--- src/rtl/vram_write_arbiter.sv ---
`default_nettype none
// ============================================================================
// Module      : vram_write_arbiter
// Description : Shares the single shared_vram write port between NREQ write
//               requesters (CPU store path, fill engine, debug writer).
//               Round-robin grant, one word in flight, full wren/wrack
//               handshake, one-cycle done (and err) pulse per request.
//               FSM: IDLE -> WRITE -> RELEASE -> IDLE, all outputs registered.
// Option      : `define VRAM_WR_TIMEOUT_EN adds an 8-bit watchdog that
//               abandons a write after TIMEOUT cycles without vram_wrack.
// Ports       : clk          pll_out clock
//               reset_n      asynchronous active-low reset
//               req_valid    per-requester pending flag (held until done)
//               req_addr     packed addresses, requester i at [i*AW +: AW]
//               req_data     packed data,      requester i at [i*DW +: DW]
//               req_done     one-cycle completion pulse per requester
//               req_err      one-cycle error pulse (range reject / timeout)
//               vram_wren    shared_vram write enable
//               vram_waddr   shared_vram write address
//               vram_wdata   shared_vram write data
//               vram_wrack   shared_vram write-committed acknowledge
//               busy         high whenever the FSM is not IDLE
// Revision    : 1.0 - initial release
// ============================================================================
module vram_write_arbiter #(
   parameter int NREQ       = 2,
   parameter int AW         = 14,
   parameter int DW         = 16,
   parameter int VRAM_WORDS = 8192,
   parameter int TIMEOUT    = 255
) (
   input  logic               clk,
   input  logic               reset_n,
   input  logic [NREQ-1:0]    req_valid,
   input  logic [NREQ*AW-1:0] req_addr,
   input  logic [NREQ*DW-1:0] req_data,
   output logic [NREQ-1:0]    req_done,
   output logic [NREQ-1:0]    req_err,
   output logic               vram_wren,
   output logic [AW-1:0]      vram_waddr,
   output logic [DW-1:0]      vram_wdata,
   input  logic               vram_wrack,
   output logic               busy
);

   localparam int          c_GW    = $clog2(NREQ);
   // One extra bit so VRAM_WORDS == 2**AW still compares correctly.
   localparam logic [AW:0] c_WORDS = (AW+1)'(VRAM_WORDS);

   if (NREQ < 2 || NREQ > 4 || TIMEOUT < 1 || TIMEOUT > 255) begin : g_bad_param
      $error("vram_write_arbiter: NREQ must be 2..4 and TIMEOUT 1..255");
   end

   typedef enum logic [1:0] {
      S_IDLE    = 2'd0,
      S_WRITE   = 2'd1,
      S_RELEASE = 2'd2
   } state_t;

   state_t            r_state, w_state_n;
   logic [c_GW-1:0]   r_grant, w_grant_n;
   logic [c_GW-1:0]   r_last,  w_last_n;
   logic              r_wren,  w_wren_n;
   logic [AW-1:0]     r_waddr, w_waddr_n;
   logic [DW-1:0]     r_wdata, w_wdata_n;
   logic [NREQ-1:0]   r_done,  w_done_n;
   logic [NREQ-1:0]   r_err,   w_err_n;
   logic              r_busy,  w_busy_n;
`ifdef VRAM_WR_TIMEOUT_EN
   logic [7:0]        r_tmo,   w_tmo_n;
`endif

   logic [c_GW-1:0]   w_pick;
   logic [AW-1:0]     w_sel_addr;
   logic [DW-1:0]     w_sel_data;
   logic              w_in_range;
   logic [NREQ-1:0]   w_pick_oh;
   logic [NREQ-1:0]   w_grant_oh;

   // Round-robin: first valid index scanning last+1, last+2, ... (mod NREQ).
   // The scan ends on last itself, so a lone requester can win repeatedly.
   always_comb begin
      w_pick = '0;
      for (int k = NREQ; k >= 1; k--) begin
         if (req_valid[(int'(r_last) + k) % NREQ]) begin
            w_pick = c_GW'((int'(r_last) + k) % NREQ);
         end
      end
   end

   assign w_sel_addr = req_addr[w_pick*AW +: AW];
   assign w_sel_data = req_data[w_pick*DW +: DW];
   assign w_in_range = ({1'b0, w_sel_addr} < c_WORDS);
   assign w_pick_oh  = {{(NREQ-1){1'b0}}, 1'b1} << w_pick;
   assign w_grant_oh = {{(NREQ-1){1'b0}}, 1'b1} << r_grant;

   always_comb begin
      w_state_n = r_state;
      w_grant_n = r_grant;
      w_last_n  = r_last;
      w_wren_n  = r_wren;
      w_waddr_n = r_waddr;
      w_wdata_n = r_wdata;
      w_done_n  = '0;
      w_err_n   = '0;
`ifdef VRAM_WR_TIMEOUT_EN
      w_tmo_n   = r_tmo;
`endif
      case (r_state)
         S_IDLE: begin
            if (|req_valid) begin
               w_grant_n = w_pick;
               if (w_in_range) begin
                  w_wren_n  = 1'b1;
                  w_waddr_n = w_sel_addr;
                  w_wdata_n = w_sel_data;
                  w_state_n = S_WRITE;
`ifdef VRAM_WR_TIMEOUT_EN
                  w_tmo_n   = 8'd0;
`endif
               end else begin
                  // Out-of-range: answer immediately, VRAM untouched.
                  w_done_n  = w_pick_oh;
                  w_err_n   = w_pick_oh;
                  w_last_n  = w_pick;
                  w_state_n = S_RELEASE;
               end
            end
         end
         S_WRITE: begin
            // wrack is checked first so it beats a coincident timeout.
            if (vram_wrack) begin
               w_wren_n  = 1'b0;
               w_done_n  = w_grant_oh;
               w_last_n  = r_grant;
               w_state_n = S_RELEASE;
            end
`ifdef VRAM_WR_TIMEOUT_EN
            else if (r_tmo == 8'(TIMEOUT - 1)) begin
               w_wren_n  = 1'b0;
               w_done_n  = w_grant_oh;
               w_err_n   = w_grant_oh;
               w_last_n  = r_grant;
               w_state_n = S_RELEASE;
            end else begin
               w_tmo_n   = r_tmo + 8'd1;
            end
`endif
         end
         S_RELEASE: begin
            // One dead cycle so the requester can drop req_valid.
            w_wren_n  = 1'b0;
            w_state_n = S_IDLE;
         end
         default: begin
            w_wren_n  = 1'b0;
            w_state_n = S_IDLE;
         end
      endcase
      w_busy_n = (w_state_n != S_IDLE);
   end

   always_ff @(posedge clk or negedge reset_n) begin
      if (!reset_n) begin
         r_state <= S_IDLE;
         r_grant <= '0;
         r_last  <= c_GW'(NREQ - 1);
         r_wren  <= 1'b0;
         r_waddr <= '0;
         r_wdata <= '0;
         r_done  <= '0;
         r_err   <= '0;
         r_busy  <= 1'b0;
`ifdef VRAM_WR_TIMEOUT_EN
         r_tmo   <= 8'd0;
`endif
      end else begin
         r_state <= w_state_n;
         r_grant <= w_grant_n;
         r_last  <= w_last_n;
         r_wren  <= w_wren_n;
         r_waddr <= w_waddr_n;
         r_wdata <= w_wdata_n;
         r_done  <= w_done_n;
         r_err   <= w_err_n;
         r_busy  <= w_busy_n;
`ifdef VRAM_WR_TIMEOUT_EN
         r_tmo   <= w_tmo_n;
`endif
      end
   end

   assign vram_wren  = r_wren;
   assign vram_waddr = r_waddr;
   assign vram_wdata = r_wdata;
   assign req_done   = r_done;
   assign req_err    = r_err;
   assign busy       = r_busy;

endmodule
`default_nettype wire
--- config.mk ---
export PLATFORM = sky130hd
export DESIGN_NAME = vram_write_arbiter
export DESIGN_NICKNAME = d
export VERILOG_FILES = /design/src/rtl/vram_write_arbiter.sv
export SDC_FILE = /design/constraint.sdc
export NUM_CORES = 1
export LEC_CHECK = 0
export ABC_AREA = 1
export CORE_ASPECT_RATIO = 1.25
export CORE_MARGIN = 5
export CORE_UTILIZATION = 39
export DETAILED_ROUTE_END_ITERATION = 6
export PLACE_DENSITY_LB_ADDON = 0.1
export SLEW_MARGIN = 10
export SYNTH_ARGS = -nofsm -noshare
export SYNTH_HDL_FRONTEND = slang
export SYNTH_SLANG_ARGS = --single-unit
--- constraint.sdc ---
create_clock -name clk -period 1.8 [get_ports clk]
set_input_delay 0.36 -clock clk [delete_from_list [all_inputs] [get_ports clk]]
set_output_delay 0.36 -clock clk [all_outputs]
set_load 0.05 [all_outputs]
==> metrics.yaml, run 1 <==
global_routing:
  grt_pass1_wl_um: 8720
  grt_max_degree: 30
  grt_remaining_overflow: 0
  antenna_found_initial: 0
  grt_pass1_vias: 1970
  grt.total_usage_pct: 17.6
pwr:
  clockPowerShare_pct: 14.3
  netSwitchingPower_uw: 2520
  p_leak_uw: 0.00167
  power_frac_seq_pct: 29.5
  p_comb_share_pct: 56.2
  p_per_area_nw_per_um2: 1690
  ir_drop_uv: 760
  p_int_uw: 2590
  switching_share_pct: 49.3
route:
  wl_um: 5330
  num_vias: 1968
  via_per_inst: 4.55
  drc: 0
  drt_iter0_markers: 91
  routedWlPerCell_um: 12.3
  ant_nets: 0
  first_pass_iters: 4
clock_network:
  path_clk_slew_ps: 80
  numCtsBuffers: 5
  hold_buffers: 0
  cts_root_buffer: "clkbuf_8"
  cts_setup_buffers: 0
  cts_resized: 0
  ctsHtreeMaxLevel: 2
  numClockSinks: 40
  worstSkewPairLatency_ps: 290
  cts_tree: "built"
  clockBufferDepth: 2
setup_path:
  crit_fanout: 29
  worstPathCellList: "clkdlybuf4s50_1 > nand2_1 > nand2_2 > inv_2 > nand2_1 > nand2_1 > nand2_1 > nand2_1"
  r2r_start: "r_last$_DFFE_PN1P_"
  required_ps: 2030
  path_common_cell: "nand2_1"
  critical_path_class: "in2reg"
  r2r_setup_slack_ps: 430
  slowest_delay_ps: 440
  cp_slowest_cell: "clkdlybuf4s50_1"
  startpoint_type: "input pin"
  crit_path_end_kind: "flop"
  reg2regPathDepth: 8
  crit_arrival_ps: 1700
  regToRegEndpoint: "vram_wdata[6]$_DFFE_PN0P_"
die:
  io_pins: 101
  die_width_um: 72.9
  rows: 28
  die_h_um: 88.6
  start_util_pct: 40.5
  dieArea_um2: 6460
  core_um2: 4760
finish:
  final_area_um2: 3010
  area_growth_pct: 56.3
  nFillCells: 461
  multi_input_area_um2: 797
  nNetsFinal: 437
  drive_gt1_share_pct: 16.6
  final_util_pct: 63.2
  final-seq-area_um2: 1000
  diodes: 0
sta:
  period_needed_ps: 1470
  fin_tns_setup_ps: 0
  fmax_mhz: 680
  maxSlewViolCount: 0
  hold_viol: 0
  fin_crit_sh_pct: 81.7
  relSlewSlack_pct: 66.7
  fin_worst_skew_ps: 3.61
  whs_ps: 19.8
  rsz0062_at_grt: "no"
  worstMarginPinSlew_ps: 500
  finalSetupViolCount: 0
synth:
  syn_area_per_cell_um2: 7.19
  synth_area_leaders: "dfrtp_1, nand2_1, buf_6, buf_2, nand3_1"
  synth_seq_area_share_pct: 52.0
  synth_most_common_cell: "nand2_1"
  syn_nets: 333
  syn_area_um2: 1930
  syn_inst: 268
  synth.largest_area_cell: "dfrtp_1"
  ys.flop_type: "dfrtp_1"
  yosys-top-cells-count: "nand2_1, dfrtp_1, inv_1"
  synth_edf_count: 0
  yosysWarnings: 0
  ys_types: 15
  netlist.area_leader.share_pct: 50.6
  synth-seq-cells: 40
  async_reset_ff_share_pct: 100
outcome:
  status: "finished clean"
placement:
  hpwlAfterDp_um: 4110
  placed_area_um2: 2900
  gp_congestion: 0.788
  portBuffers: 100
worst_hold_path:
  hold_path_class: "in2async"
job:
  max_cap_viol_count: 0
## worst max-delay path by stage
stage / from / endpoint / depth (start not counted)
2_1_floorplan: r_last$_DFFE_PN1P_ / vram_wdata[10]$_DFFE_PN0P_ / 9
3_3_place_gp: req_valid[1] / vram_waddr[5]$_DFFE_PN0P_ / 7
3_5_place_dp: req_valid[0] / vram_waddr[5]$_DFFE_PN0P_ / 8
4_1_cts: req_valid[0] / vram_waddr[5]$_DFFE_PN0P_ / 8
5_1_grt: req_valid[0] / vram_waddr[2]$_DFFE_PN0P_ / 8
6_report: req_valid[0] / vram_waddr[5]$_DFFE_PN0P_ / 8
## flip-flops by register name, summed over array words and instances, names as in the netlist
| signal | flops |
|---|---|
| vram_wren | 1 |
| r_grant | 1 |
| req_done | 2 |
| req_err | 2 |
| busy | 1 |
| vram_waddr | 14 |
| r_state | 2 |
| r_last | 1 |
| vram_wdata | 16 |
## through the flow
stage	cells	total power [uW]	setup WS (ps)
2_1_floorplan	268	3480	501
3_3_place_gp	425	4380	40.0
6_report	433	5100	329
3_5_place_dp	425	4420	-10.7
5_1_grt	433	5440	145
4_1_cts	433	5160	285
## kinds of logic after synthesis
| logic type | count (synthesis) | share of synthesized area (%) |
|---|---|---|
| compound gates | 5 | 1.30 |
| buf+inv | 23 | 6.68 |
| flops | 40 | 52.0 |
| simple gates | 200 | 40.0 |
## power by group through the flow
stage / combinational (uW) / clock [uW] / sequential (uW)
after floorplan: 792 / 0 / 2690
after global placement: 2870 / 0 / 1510
after detailed placement: 2900 / 0 / 1520
after CTS: 2910 / 748 / 1510
after global routing: 3100 / 790 / 1560
final: 2870 / 730 / 1510
## metal layers
| layer | track usage [%] | wire, um | vias up |
|---|---|---|---|
| met1 | 20.6 | 2120 | 892 |
| met5 | 0 | 0 | - |
| met2 | 30.8 | 2740 | 64 |
| li1 | - | - | 1006 |
| met4 | 6.04 | 78 | 0 |
| met3 | 4.77 | 386 | 6 |
## cell usage in the layout (no fill, tap or decap), drive strengths merged
cell,Yosys,final
clkinv,0,1
clkbuf,0,5
o21ai,3,3
dfrtp,39,39
nand2,186,186
bufinv,0,1
clkinvlp,0,1
dfstp,1,1
nor2,7,7
clkdlybuf4s50,0,63
nand3,7,7
inv,11,11
a21oi,2,2
buf,12,46
## worst max-delay path: cells and delay by family
family	cells	cell delay, ps
buffers and inverters	2	800
and+or+nand+nor	6	520
## area by class of cell
type / instances / area share [%]
tap: 60 / 2.49
inverter: 11 / 1.37
multi-input combinational: 205 / 26.5
sequential: 40 / 33.3
clock inverter: 3 / 1.41
timing repair buffer: 109 / 32.7
clock buffer: 5 / 2.28
No activity file was read; power rests on OpenSTA's default activity.
==> run 2: changes to the inputs <==
Clock period 1.8 ns to 1.5 ns, I/O delays scaled along.
==> run 2 against run 1 <==
Net effect:
- utilization grew 10 points
- first-iteration DRC count grew 18%
- clock skew rose by 2.0 ps
- clock power is 0.8% lower
==> metrics.yaml, run 2 (same netlist as run 1, synthesis figures left out) <==
setup_path:
  cp-endpoint: "vram_wdata[4]$_DFFE_PN0P_"
  slowest_delay_ps: 540  # +100 ps
  r2r_setup_slack_ps: 90  # -340 ps
  crit_path_end_kind: "flop"
  r2r_start: "r_last$_DFFE_PN1P_"
  reg2regPathDepth: 8  # unchanged
  regToRegEndpoint: "vram_wdata[4]$_DFFE_PN0P_"
  critical_path_class: "reg2reg"
  path_common_cell: "nand2_1"
  cp-startpoint: "r_last$_DFFE_PN1P_"
  cp_slowest_cell: "dfstp_2"
  startpoint_type: "flop"
  crit_arrival_ps: 1590  # -110 ps
  worstPathCellList: "nand2_1 > nand2_2 > nand2_1 > nand3_2 > inv_2 > buf_12 > nand2_1 > nand2_1"
  crit_fanout: 23  # -21%
  required_ps: 1680  # -350 ps
sta:
  fin_worst_skew_ps: 5.59  # +1.98 ps
  maxSlewViolCount: 0  # unchanged
  finalSetupViolCount: 0  # unchanged
  whs_ps: 454  # +434 ps
  fin_crit_sh_pct: 93.7
  rsz0062_at_grt: "no"
  period_needed_ps: 1410
  worstMarginPinSlew_ps: 356  # -144 ps
  worst_slack_ps: 94.3  # -235 ps
  fmax_mhz: 711
  hold_viol: 0  # unchanged
  relSlewSlack_pct: 76.2  # +9.6 points
die:
  io_pins: 101  # unchanged
  die_width_um: 72.9  # unchanged
  core_um2: 4760  # unchanged
  rows: 28  # unchanged
  dieArea_um2: 6460  # unchanged
  start_util_pct: 40.5  # unchanged
  die_h_um: 88.6  # unchanged
clock_network:
  worstSkewPairLatency_ps: 290  # about the same
  cts_setup_buffers: 0  # unchanged
  path_clk_slew_ps: 80  # about the same
  cts_root_buffer: "clkbuf_8"
  ctsHtreeMaxLevel: 2  # unchanged
  cts_tree: "built"
  clockBufferDepth: 2  # unchanged
  numClockSinks: 40  # unchanged
  numCtsBuffers: 5  # unchanged
global_routing:
  grt_max_degree: 30  # unchanged
  use_met2_pct: 32.3  # +1.6 points
  grt_remaining_overflow: 0  # unchanged
  antenna_found_initial: 0  # unchanged
  grt_busiest_layer: "met2"
  grt.total_usage_pct: 18.5  # +0.90 points
  gr-usage-met1_pct: 20.9  # +0.22 points
  grt_pass1_wl_um: 9150  # +4.9%
  grt_pass1_vias: 2003  # +1.7%
  grt_util_met3_pct: 5.91  # +1.1 points
placement:
  place_ws_ps: -283  # -272 ps
  placed_cells: 427  # +0.47%
  portBuffers: 100  # unchanged
  placed_area_um2: 3390  # +17%
  gp_congestion: 0.829  # +5.2%
  hpwlAfterDp_um: 4400  # +7.1%
route:
  first_pass_iters: 4  # unchanged
  routedWlPerCell_um: 13.0  # +5.4%
  wl_um: 5660  # +6.2%
  via_per_inst: 4.61  # +1.4%
  ant_nets: 0  # unchanged
  drt_iter0_markers: 107  # +18%
  drc: 0  # unchanged
  num_vias: 2009  # +2.1%
finish:
  diodes: 0  # unchanged
  final_area_um2: 3500  # +16%
  area_growth_pct: 81.4
  finalNonFillerCells: 436  # +0.69%
  drive_gt1_share_pct: 17.0  # +0.40 points
  nFillCells: 354  # -23%
  final_common_cell: "nand2_1"
  largest_reg_flops: 16  # unchanged
  final-seq-area_um2: 1000  # unchanged
  multi_input_area_um2: 797  # unchanged
  final_cell_mix: "nand2_1, clkdlybuf4s50_1, dfrtp_1, buf_12"
  nNetsFinal: 440  # +0.69%
worst_hold_path:
  hold_path_class: "in2async"
pwr:
  p_leak_uw: 0.00183  # +9.3%
  p_per_area_nw_per_um2: 2080  # +23%
  ir_drop_uv: 1410  # +85%
job:
  max_cap_viol_count: 0  # unchanged
outcome:
  status: "finished clean"
## run 2: cell types whose count changed in the layout (fill, tap and decap cells not counted), sizes merged
| cell | change |
|---|---|
| buf | +2 |
| bufinv | -1 |
| clkbuf | +1 |
| clkinv | +1 |
| clkinvlp | -1 |
| dlygate4sd3 | +1 |
## run 2: power breakdown
group          internal (uW)  total, uW  leakage [uW]  switching (uW)
clock network            367        724     0.0000510             357
registers               1560       2030      0.000504             475
logic                   2100       4540       0.00128            2440
total                   4020       7290       0.00183            3270
## run 2: cell type report
| class | count | area share, % |
|---|---|---|
| repair buffers | 112 | 42.5 |
| flip-flops and latches | 40 | 28.7 |
| multi-input cells | 205 | 22.8 |
| clock buffers | 6 | 2.36 |
| well taps | 60 | 2.15 |
| inverters | 11 | 1.25 |
| clock inverters | 2 | 0.286 |
## run 2: layer usage
metal,vias up,part of all wire [%]
met5,-,0
li1,1013,-
met4,0,2.1
met1,913,38
met2,73,52
met3,10,8.4
## run 2: worst max-delay path: cells and delay by family, from the launching register on
kind	cells	cell delay, ps
AND/OR/NAND/NOR	6	570
buffers and inverters	2	210
flip-flops	1	540
## run 2: metrics by stage
stage / setup TNS [ps] / util [%] / power, uW
after floorplan: 0 / - / 4180
after global placement: -5300 / 71.2 / 6540
after detailed placement: -7050 / 71.2 / 6630
after CTS: 0 / 73.3 / 7370
after global routing: 0 / 73.4 / 7690
final: 0 / 73.4 / 7290
## run 2: repair_timing
item                                    CTS  global route
hold buffers                              1             0
endpoints found under the setup margin    0            29
resized for setup                         0             2
endpoints found under the hold margin    11             0
## run 2: worst min-delay path by stage
stage | startpoint | endpoint
3_3_place_gp | reset_n | vram_wdata[10]$_DFFE_PN0P_
5_1_grt | reset_n | vram_wdata[7]$_DFFE_PN0P_
6_report | reset_n | vram_wdata[7]$_DFFE_PN0P_
4_1_cts | reset_n | vram_wdata[7]$_DFFE_PN0P_
3_5_place_dp | reset_n | vram_wdata[10]$_DFFE_PN0P_
2_1_floorplan | reset_n | busy$_DFF_PN0_
